==> src/rtl/regbank_access_arbiter.sv <==
// Two-requester arbiter in front of a shared bank of tri-state registers.
// One access at a time is serialised through IDLE -> ACCESS -> DONE, stepped by Tick.
module regbank_access_arbiter #(
    parameter int NrOfRegs = 8,
    parameter int AddrBits = 3,
    parameter int NrOfBits = 32
) (
    input  logic                Clock,
    input  logic                Reset,
    input  logic                Tick,
    input  logic                a_req,
    input  logic                a_we,
    input  logic [AddrBits-1:0] a_addr,
    input  logic [NrOfBits-1:0] a_wdata,
    output logic                a_gnt,
    input  logic                b_req,
    input  logic                b_we,
    input  logic [AddrBits-1:0] b_addr,
    input  logic [NrOfBits-1:0] b_wdata,
    output logic                b_gnt,
    output logic [NrOfBits-1:0] rdata,
    output logic                err,
    output logic [NrOfRegs-1:0] bank_ce,
    output logic [NrOfRegs-1:0] bank_cs,
    output logic [NrOfBits-1:0] bank_d,
    input  logic [NrOfBits-1:0] bank_q
);

    typedef enum logic [1:0] {
        ST_IDLE   = 2'd0,
        ST_ACCESS = 2'd1,
        ST_DONE   = 2'd2
    } state_e;

    localparam logic OWNER_A = 1'b0;
    localparam logic OWNER_B = 1'b1;
    // Register count widened by one bit so it always fits next to the address.
    localparam logic [AddrBits:0] NR_REGS_W = NrOfRegs[AddrBits:0];

    state_e                state_q,      state_d;
    logic                  owner_q,      owner_d;
    logic                  we_q,         we_d;
    logic [AddrBits-1:0]   addr_q,       addr_d;
    logic [NrOfBits-1:0]   wdata_q,      wdata_d;
    logic                  last_owner_q, last_owner_d;
    logic [NrOfBits-1:0]   rdata_q,      rdata_d;
    logic                  err_q,        err_d;
    logic                  a_gnt_q,      a_gnt_d;
    logic                  b_gnt_q,      b_gnt_d;

    logic                  in_range_s;
    logic                  sel_s;
    logic [NrOfRegs-1:0]   onehot_s;
    logic [NrOfRegs-1:0]   bank_ce_s;
    logic [NrOfRegs-1:0]   bank_cs_s;
    logic [NrOfBits-1:0]   bank_d_s;

    assign in_range_s = ({1'b0, addr_q} < NR_REGS_W);

    // Decode the latched address into a one-hot register select.
    always_comb begin
        onehot_s = {NrOfRegs{1'b0}};
        for (int i = 0; i < NrOfRegs; i++) begin
            onehot_s[i] = (addr_q == AddrBits'(i));
        end
    end

    // Round-robin pick: on a tie, the requester that was not served last wins.
    always_comb begin
        if (a_req && b_req) begin
            sel_s = ~last_owner_q;
        end else if (a_req) begin
            sel_s = OWNER_A;
        end else begin
            sel_s = OWNER_B;
        end
    end

    // Next-state and registered-field update logic.
    always_comb begin
        state_d      = state_q;
        owner_d      = owner_q;
        we_d         = we_q;
        addr_d       = addr_q;
        wdata_d      = wdata_q;
        last_owner_d = last_owner_q;
        rdata_d      = rdata_q;
        err_d        = err_q;
        a_gnt_d      = 1'b0;
        b_gnt_d      = 1'b0;
        case (state_q)
            ST_IDLE: begin
                if (Tick && (a_req || b_req)) begin
                    owner_d = sel_s;
                    if (sel_s == OWNER_B) begin
                        we_d    = b_we;
                        addr_d  = b_addr;
                        wdata_d = b_wdata;
                    end else begin
                        we_d    = a_we;
                        addr_d  = a_addr;
                        wdata_d = a_wdata;
                    end
                    state_d = ST_ACCESS;
                end else begin
                    state_d = ST_IDLE;
                end
            end
            ST_ACCESS: begin
                if (Tick) begin
                    if (!we_q) begin
                        rdata_d = in_range_s ? bank_q : {NrOfBits{1'b0}};
                    end else begin
                        rdata_d = rdata_q;
                    end
                    err_d        = ~in_range_s;
                    last_owner_d = owner_q;
                    a_gnt_d      = (owner_q == OWNER_A);
                    b_gnt_d      = (owner_q == OWNER_B);
                    state_d      = ST_DONE;
                end else begin
                    state_d = ST_ACCESS;
                end
            end
            ST_DONE: begin
                state_d = ST_IDLE;
            end
            default: begin
                state_d = ST_IDLE;
            end
        endcase
    end

    // State and latched-field registers with asynchronous reset.
    always_ff @(posedge Clock or posedge Reset) begin
        if (Reset) begin
            state_q      <= ST_IDLE;
            owner_q      <= OWNER_A;
            we_q         <= 1'b0;
            addr_q       <= {AddrBits{1'b0}};
            wdata_q      <= {NrOfBits{1'b0}};
            last_owner_q <= OWNER_B;
            rdata_q      <= {NrOfBits{1'b0}};
            err_q        <= 1'b0;
            a_gnt_q      <= 1'b0;
            b_gnt_q      <= 1'b0;
        end else begin
            state_q      <= state_d;
            owner_q      <= owner_d;
            we_q         <= we_d;
            addr_q       <= addr_d;
            wdata_q      <= wdata_d;
            last_owner_q <= last_owner_d;
            rdata_q      <= rdata_d;
            err_q        <= err_d;
            a_gnt_q      <= a_gnt_d;
            b_gnt_q      <= b_gnt_d;
        end
    end

    // Bank controls follow the state register, so an async reset drops them at once.
    always_comb begin
        bank_ce_s = {NrOfRegs{1'b0}};
        bank_cs_s = {NrOfRegs{1'b1}};
        bank_d_s  = {NrOfBits{1'b0}};
        if ((state_q == ST_ACCESS) && in_range_s) begin
            if (we_q) begin
                bank_ce_s = onehot_s;
                bank_d_s  = wdata_q;
            end else begin
                bank_cs_s = ~onehot_s;
            end
        end else begin
            bank_ce_s = {NrOfRegs{1'b0}};
        end
    end

    assign bank_ce = bank_ce_s;
    assign bank_cs = bank_cs_s;
    assign bank_d  = bank_d_s;
    assign a_gnt   = a_gnt_q;
    assign b_gnt   = b_gnt_q;
    assign rdata   = rdata_q;
    assign err     = err_q;

endmodule

==> config.mk <==
export PLATFORM = sky130hd
export DESIGN_NAME = regbank_access_arbiter
export DESIGN_NICKNAME = d
export VERILOG_FILES = /design/src/rtl/regbank_access_arbiter.sv
export SDC_FILE = /design/constraint.sdc
export NUM_CORES = 1
export LEC_CHECK = 0
export ABC_AREA = 1
export CAP_MARGIN = 20
export CORE_UTILIZATION = 45
export DETAILED_ROUTE_END_ITERATION = 6
export PLACE_DENSITY_LB_ADDON = 0.1
export SLEW_MARGIN = 25
export SYNTH_ARGS = -nofsm -noshare
export SYNTH_HDL_FRONTEND = slang
export SYNTH_SLANG_ARGS = --single-unit
==> constraint.sdc <==
create_clock -name Clock -period 4.75 [get_ports Clock]
set_input_delay 1.425 -clock Clock [delete_from_list [all_inputs] [get_ports Clock]]
set_output_delay 1.425 -clock Clock [all_outputs]
set_load 0.02 [all_outputs]
==> results of run 1 <==
## through the flow
| step | power, µW | worst slack [ns] | hold WS [ns] | instances | utilization (%) |
|---|---|---|---|---|---|
| floorplan | 1820 | 1.45 | 0.430 | 571 | - |
| global placement | 2340 | 1.32 | 0.452 | 835 | 67.5 |
| detailed placement | 2380 | 1.25 | 0.458 | 835 | 67.5 |
| CTS | 2920 | 0.862 | 0.472 | 851 | 70.0 |
| global route | 3100 | 0.677 | 0.500 | 851 | 70.0 |
| finish | 2900 | 0.876 | 0.472 | 851 | 70.0 |
## sequential cells by signal, summed over array words and instances (netlist names)
| signal | flops |
|---|---|
| state_q | 2 |
| rdata | 32 |
| a_gnt | 1 |
| last_owner_q | 1 |
| addr_q | 3 |
| b_gnt | 1 |
| wdata_q | 32 |
| owner_q | 1 |
| we_q | 1 |
## layout make-up
type | count | area [µm²]
clock buffer | 9 | 124
fill | 759 | 2610
timing repair buffer | 197 | 1950
sequential | 74 | 1850
clock inverter | 7 | 92.6
tap | 108 | 135
inverter | 80 | 303
multi-input combinational | 376 | 1610
## worst max-delay path by stage
stage / slack (ns) / endpoint / cells past startpoint / start
2_1_floorplan: 1.45 / a_gnt / 1 / Reset
3_3_place_gp: 1.32 / bank_cs[7] / 5 / state_q[0]
3_5_place_dp: 1.25 / bank_cs[7] / 6 / state_q[1]
4_1_cts: 0.86 / bank_cs[7] / 6 / state_q[1]
5_1_grt: 0.68 / bank_cs[7] / 6 / state_q[1]
6_report: 0.88 / bank_cs[7] / 5 / state_q[0]
## critical path: stages, from the launching register on
cell,delay [ns]
dfrtp_1,0.40
nand2_1,0.53
buf_4,0.38
nor2_4,0.09
nand4_1,0.11
clkdlybuf4s50_1,0.61
## per-layer routing
layer | up-vias | track usage, %
met3 | 19 | 5.01
met1 | 1911 | 28.4
li1 | 2078 | -
met5 | - | 0
met2 | 153 | 42.1
met4 | 0 | 9.68
## power groups by stage
stage / logic [µW] / clock network, µW / registers [µW]
finish: 1290 / 531 / 1080
global route: 1420 / 571 / 1110
CTS: 1300 / 544 / 1080
detailed placement: 1290 / 0 / 1090
global placement: 1260 / 0 / 1070
floorplan: 615 / 0 / 1200
## placed cells by master, fill, tap and decap left out
| master | count |
|---|---|
| bufinv_16 | 2 |
| clkbuf_8 | 9 |
| buf_4 | 7 |
| nand2_1 | 210 |
| inv_4 | 1 |
| conb_1 | 1 |
| dfrtp_1 | 73 |
| nor3_1 | 1 |
| nand2_2 | 3 |
| dfstp_2 | 1 |
| nor2_1 | 36 |
| inv_6 | 1 |
| inv_1 | 78 |
| clkinv_4 | 1 |
| inv_2 | 1 |
| clkdlybuf4s50_1 | 190 |
| o21ai_0 | 1 |
| nor4_1 | 8 |
| nor2_4 | 2 |
| nand3_1 | 105 |
| o22ai_1 | 1 |
| clkinv_2 | 3 |
| nand4_1 | 8 |
## cell families after synthesis
logic type             count (synthesis)  synth area share, %
AND/OR/NAND/NOR                      373                 39.7
flip-flops                            74                 46.1
other                                  1               0.0933
buffers and inverters                121                 13.8
AO/OA/AOI/OAI                          2                0.280
==> impl_metrics.yaml, run 1 <==
timing:
  worst_pin_slew_ns: 0.990
  hold_viol: 0
  finClkSkew_ns: 0.00881
  tns_ns: 0
  period_minus_slack_ns: 3.87
  setup_viol: 0
  relSlewSlack_pct: 33.9
  rsz0062_at_grt: "false"
  period_share_pct: 81.6
  slew_violations: 0
  max_freq_mhz: 258
cts:
  root_buffer: "clkbuf_8"
  cts.clk_slew.worst_paths_ns: 0.08
  tritoncts: "done"
  cts_setup_buffers: 0
  cts_buffer_depth: 2
  h-tree-depth: 3
  cts_hold_buf: 0
  clock-sinks: 74
  clk_latency_ns: 0.34
  numCtsBuffers: 9
  cts_resized: 0
logic_synthesis:
  yosys.area.top_type: "dfrtp_1"
  synth_edf_count: 0
  yosys_most_used_dff: "dfrtp_1"
  synth_seq_area_share_pct: 46.1
  synth_cell_type_count: 20
  synth_top_area_share_pct: 45.5
  yosys_warnings: 0
  async_reset_ff_share_pct: 100
  syn_area_um2: 4020
  synthesis.instances: 571
  ys_ff_latch: 74
  synth.most_common_cell: "nand2_1"
  synth_nets: 680
  syn_area_per_cell_um2: 7.04
  synth_area_leaders: "dfrtp_1 45%, nand2_1 20%, nand3_1 13%, inv_1 7.4%, nor2_1 3.4%"
  synth_common_cells: "210 x nand2_1, 105 x nand3_1, 79 x inv_1"
pwr:
  switching_power_uw: 1140
  p_comb_share_pct: 44.4
  p_per_area_nw_per_um2: 477
  seqPwrFrac_pct: 37.3
  leakage_uw: 0.00305
  intPower_uw: 1760
  swShare_pct: 39.2
  clockPowerShare_pct: 18.3
  ir_drop_mv: 0.255
detailed_routing:
  highest_layer: "met4"
  wl_mm: 11.1
  wl_met1_mm: 4.65
  route.met3.wl_um: 786
  drc: 0
  drt_first_pass_iters: 4
  via_count: 4161
  viasPerCell: 4.89
  drt_first_iter_violations: 179
  wl_per_cell_um: 13.1
  detail-route-antenna-nets: 0
  dr_wl_met2_mm: 5.45
min_path:
  min_to: "a_gnt"
  whs_path_depth: 1
  hold_class: "reg -> reg"
  hold_start: "owner_q"
setup_path:
  critPathKind: "reg -> out"
  arrival_ns: 2.45
  rr_startpoint: "state_q[1]"
  r2r_slack_ns: 1.87
  worstSetupEndpointType: "output pin"
  worstSetupStartpointType: "flip-flop"
  cp_max_fo: 21
  r2r_end: "rdata[5]"
  required_ns: 3.32
  worst_r2r_path_depth: 8
cells_and_area:
  area_growth_pct: 51.1
  n_antenna_cell: 0
  final_nets: 847
  drive_gt1_share_pct: 4.17
  stdcell_area_um2: 6070
floorplanning:
  die_y_um: 96.5
  fp.dieW_um: 96.5
  core-area_um2: 8680
  rows: 34
  die_area_um2: 9310
  start_util_pct: 46.3
  io_pins: 192
grt:
  track_usage_pct: 23.9
  grt_remaining_overflow: 0
  grt_pass1_vias: 3781
  grt_start_max_net_pins: 58
  grt_pass1_wl_mm: 17.2
  antenna_found_initial: 0
status:
  status: "finished, final reports clean"
place:
  gp_congestion: 0.834
  hpwl_mm: 8.01
  place_area_um2: 5850
  port_buffers: 190
flow_run:
  drv_cap: 0
No activity file was read; power rests on OpenSTA's default activity.
==> run 2: changes to the inputs <==
--- a/config.mk
+++ b/config.mk
@@ -7,7 +7,7 @@
 export LEC_CHECK = 0
 export ABC_AREA = 1
 export CAP_MARGIN = 20
-export CORE_UTILIZATION = 45
+export CORE_UTILIZATION = 37
 export DETAILED_ROUTE_END_ITERATION = 6
 export PLACE_DENSITY_LB_ADDON = 0.1
 export SLEW_MARGIN = 25
==> constraint.sdc (replaced) <==
create_clock -name Clock -period 3.52 [get_ports Clock]
set_input_delay 1.056 -clock Clock [delete_from_list [all_inputs] [get_ports Clock]]
set_output_delay 1.056 -clock Clock [all_outputs]
set_load 0.02 [all_outputs]
==> impl_metrics.yaml, run 2 (synthesis gave the netlist of run 1 again) <==
grt:
  grt_pass1_vias: 3980
  grt_pass1_wl_mm: 19.2
  track_usage_pct: 21.4
  grt_start_max_net_pins: 41
  grt_util_met3_pct: 3.31
  grtUsageMet1_pct: 28.4
  grt_use_met2_pct: 34.6
  busiest_layer: "met2"
  grt_remaining_overflow: 0
  antenna_found_initial: 0
min_path:
  whs_path_depth: 2
  min_to: "rdata[13]"
  hold_class: "reg -> reg"
  hold_start: "rdata[13]"
setup_path:
  rr_startpoint: "state_q[1]"
  worstSetupEndpointType: "output pin"
  cp_max_fo: 10
  r2r_end: "rdata[12]"
  required_ns: 2.46
  worst_r2r_path_depth: 8
  r2r_slack_ns: 1.57
  worstSetupStartpointType: "flip-flop"
  arrival_ns: 2.19
  critPathKind: "reg -> out"
timing:
  hold_viol: 0
  hold_ws_ns: 0.473
  slew_violations: 0
  period_minus_slack_ns: 3.24
  worst_pin_slew_ns: 0.695
  period_share_pct: 92.1
  relSlewSlack_pct: 53.5
  max_freq_mhz: 308
  tns_ns: 0
  finClkSkew_ns: 0.00434
  rsz0062_at_grt: "false"
  setup_viol: 0
cts:
  clock-sinks: 74
  cts_hold_buf: 0
  cts_setup_buffers: 0
  tritoncts: "done"
  cts_buffer_depth: 2
  numCtsBuffers: 9
  cts_resized: 0
  h-tree-depth: 3
  cts.clk_slew.worst_paths_ns: 0.08
  clk_latency_ns: 0.34
  root_buffer: "clkbuf_8"
flow_run:
  drv_cap: 0
floorplanning:
  start_util_pct: 38.6
  die_y_um: 106
  die_area_um2: 11300
  rows: 37
  io_pins: 192
  fp.dieW_um: 106
  core-area_um2: 10400
detailed_routing:
  detail-route-antenna-nets: 0
  drt_first_iter_violations: 262
  wl_mm: 11.7
  viasPerCell: 4.74
  via_count: 4185
  wl_per_cell_um: 13.3
  drt_first_pass_iters: 7
  drc: 0
cells_and_area:
  final_cell_mix: "210 x nand2_1, 190 x clkdlybuf4s50_1, 105 x nand3_1"
  area_growth_pct: 53.4
  drive_gt1_share_pct: 4.56
  n_antenna_cell: 0
  fillCellCount: 996
  mostFrequentLayoutCell: "nand2_1"
  final_nets: 850
place:
  port_buffers: 190
  hpwl_mm: 8.24
  gp_congestion: 0.807
pwr:
  ir_drop_mv: 0.304
  p_per_area_nw_per_um2: 649
  leakage_uw: 0.00308
status:
  status: "finished, final reports clean"
## run 2: worst max-delay path, stage by stage (launching register included)
cell and delay, ns:
dfrtp_1 0.58, nand3_1 0.32, nor4_1 0.27, clkdlybuf4s50_1 0.68
## run 2: cell type report
type | instances | area [µm²] | share of cell area, %
clock inverter | 7 | 118 | 1.91
inverter | 80 | 302 | 4.89
tap | 136 | 170 | 2.76
multi-input combinational | 376 | 1610 | 26.1
timing repair buffer | 200 | 1990 | 32.3
clock buffer | 9 | 124 | 2.01
sequential | 74 | 1850 | 30.1
## run 2: worst max path at each step
stage	startpoint	to	slack [ns]	cells after the start
2_1_floorplan	Reset	a_gnt	0.58	1
3_3_place_gp	a_req	addr_q[2]	0.58	6
3_5_place_dp	a_req	state_q[0]	0.50	5
4_1_cts	we_q	bank_ce[0]	0.25	3
5_1_grt	we_q	bank_ce[2]	0.11	3
6_report	we_q	bank_ce[0]	0.28	3
## run 2: layer usage
layer  part of all wire, %  wire length [µm]
met1                    44              5200
met2                    47              5470
met3                   6.8               800
met4                   1.9               220
met5                     0                 0
## run 2: report_power, final
| group | switching [µW] | leakage (µW) | internal [µW] |
|---|---|---|---|
| clock | 320 | 0.000123 | 471 |
| sequential | 240 | 0.000914 | 1220 |
| combinational | 980 | 0.00204 | 772 |
| total | 1540 | 0.00308 | 2460 |
## run 2: through the flow
step / worst slack, ns / area, µm² / utilization, % / std cells / power [µW]
after floorplan: 0.584 / 4020 / - / 571 / 2450
after global placement: 0.584 / 5920 / 56.9 / 866 / 3190
after detailed placement: 0.496 / 5920 / 56.9 / 866 / 3230
after CTS: 0.254 / 6170 / 59.2 / 882 / 4030
after global routing: 0.115 / 6170 / 59.2 / 882 / 4290
final: 0.276 / 6170 / 59.2 / 882 / 4000
==> run 3: changes to the inputs <==
--- a/config.mk
+++ b/config.mk
@@ -7,6 +7,7 @@
 export LEC_CHECK = 0
 export ABC_AREA = 1
 export CAP_MARGIN = 20
+export CORE_MARGIN = 2
 export CORE_UTILIZATION = 37
 export DETAILED_ROUTE_END_ITERATION = 6
 export PLACE_DENSITY_LB_ADDON = 0.1
==> impl_metrics.yaml, run 3 (synthesis gave the netlist of run 1 again) <==
setup_path:
  worstSetupEndpointType: "output pin"
  critPathKind: "reg -> out"
  r2r_slack_ns: 1.27
  rr_startpoint: "state_q[1]"
  worstSetupStartpointType: "flip-flop"
  cpMaxStageDelayCell: "clkdlybuf4s50_1"
  worst_r2r_path_depth: 7
  worstPathCellList: "buf_4 > nand3_1 > nor4_1 > clkdlybuf4s50_1"
  r2r_end: "rdata[28]"
  arrival_ns: 2.17
  critical_path.top_delay_family: "buffers and inverters"
  worst-path-buf-inv: 2
  cpPeakStageDelay_ns: 0.66
  cp_max_fo: 16
  required_ns: 2.46
cts:
  cts_setup_buffers: 0
  numCtsBuffers: 9
  cts_hold_buf: 0
  tritoncts: "done"
  clk_latency_ns: 0.35
  cts_resized: 0
  cts.clk_slew.worst_paths_ns: 0.08
  root_buffer: "clkbuf_8"
  h-tree-depth: 3
  clock-sinks: 74
  cts_buffer_depth: 2
min_path:
  min_to: "a_gnt"
  hold_start: "owner_q"
  hold_class: "reg -> reg"
  whs_path_depth: 1
floorplanning:
  die_area_um2: 11700
  io_pins: 192
  rows: 38
  fp.dieW_um: 108
  start_util_pct: 37.6
  core-area_um2: 10700
  die_y_um: 108
detailed_routing:
  drt_first_iter_violations: 302
  viasPerCell: 4.62
  drt_first_pass_iters: 7
  wl_mm: 11.5
  detail-route-antenna-nets: 0
  via_count: 4097
  drc: 0
  wl_per_cell_um: 13.0
place:
  port_buffers: 190
  numPlacedInstances: 870
  hpwl_mm: 8.17
  gp_congestion: 0.763
timing:
  rsz0062_at_grt: "false"
  hold_viol: 0
  finClkSkew_ns: 0.0132
  relSlewSlack_pct: 54.9
  slew_violations: 0
  max_freq_mhz: 310
  period_share_pct: 91.6
  setup_viol: 0
  period_minus_slack_ns: 3.23
  worst_pin_slew_ns: 0.675
  tns_ns: 0
flow_run:
  drv_cap: 0
cells_and_area:
  drive_gt1_share_pct: 4.69
  final_nets: 850
  multiInputGateArea_um2: 1610
  mostFrequentLayoutCell: "nand2_1"
  area_growth_pct: 53.2
  seqCellArea_um2: 1850
  fillCellCount: 1010
  final_cell_mix: "209 x nand2_1, 190 x clkdlybuf4s50_1, 105 x nand3_1"
  fin_cells: 886
  n_antenna_cell: 0
grt:
  grt_start_max_net_pins: 75
  track_usage_pct: 20.0
  grt_remaining_overflow: 0
  grt_pass1_vias: 3827
  grt_pass1_wl_mm: 18.7
  antenna_found_initial: 0
status:
  status: "finished, final reports clean"
pwr:
  leakage_uw: 0.00306
  ir_drop_mv: 0.317
  p_per_area_nw_per_um2: 642
-- run 3: area by class of cell --
cell class                      instances  share of cell area [%]
Timing Repair Buffer                  200                    32.3
Sequential cell                        74                    30.1
Multi-Input combinational cell        376                    26.2
Inverter                               80                    4.90
Tap cell                              140                    2.84
Clock buffer                            9                    2.01
Clock inverter                          7                    1.65
-- run 3: per-stage QoR --
stage	setup WS, ns	utilization, %	hold WS, ns	cell area [µm²]	power (µW)
after floorplan	0.584	-	0.430	4020	2450
after global placement	0.702	55.4	0.453	5930	3200
after detailed placement	0.647	55.4	0.458	5930	3240
after CTS	0.275	57.5	0.468	6150	3990
after global routing	0.156	57.6	0.493	6160	4260
final	0.294	57.6	0.466	6160	3960
-- run 3: where the power goes --
group / leakage [µW] / internal, µW / switching, µW / total [µW]
sequential: 0.000914 / 1220 / 229 / 1440
clock: 0.000106 / 405 / 333 / 739
combinational: 0.00204 / 776 / 996 / 1770
-- run 3: worst max-delay path by stage --
stage / cells past startpoint / start / slack (ns) / to
2_1_floorplan: 1 / Reset / 0.58 / a_gnt
3_3_place_gp: 6 / a_req / 0.70 / wdata_q[30]
3_5_place_dp: 6 / a_req / 0.65 / wdata_q[11]
4_1_cts: 4 / we_q / 0.27 / bank_ce[5]
5_1_grt: 4 / we_q / 0.16 / bank_ce[7]
6_report: 4 / we_q / 0.29 / bank_ce[5]
-- run 3: routing by layer --
| layer | GRT usage (%) | share of wire [%] | wire length, µm | vias to the layer above |
|---|---|---|---|---|
| li1 | - | - | - | 2084 |
| met1 | 26.2 | 43 | 4980 | 1857 |
| met2 | 33.0 | 48 | 5520 | 143 |
| met3 | 4.64 | 7.3 | 844 | 13 |
| met4 | 6.32 | 1.4 | 163 | 0 |
| met5 | 0 | 0 | 0 | - |
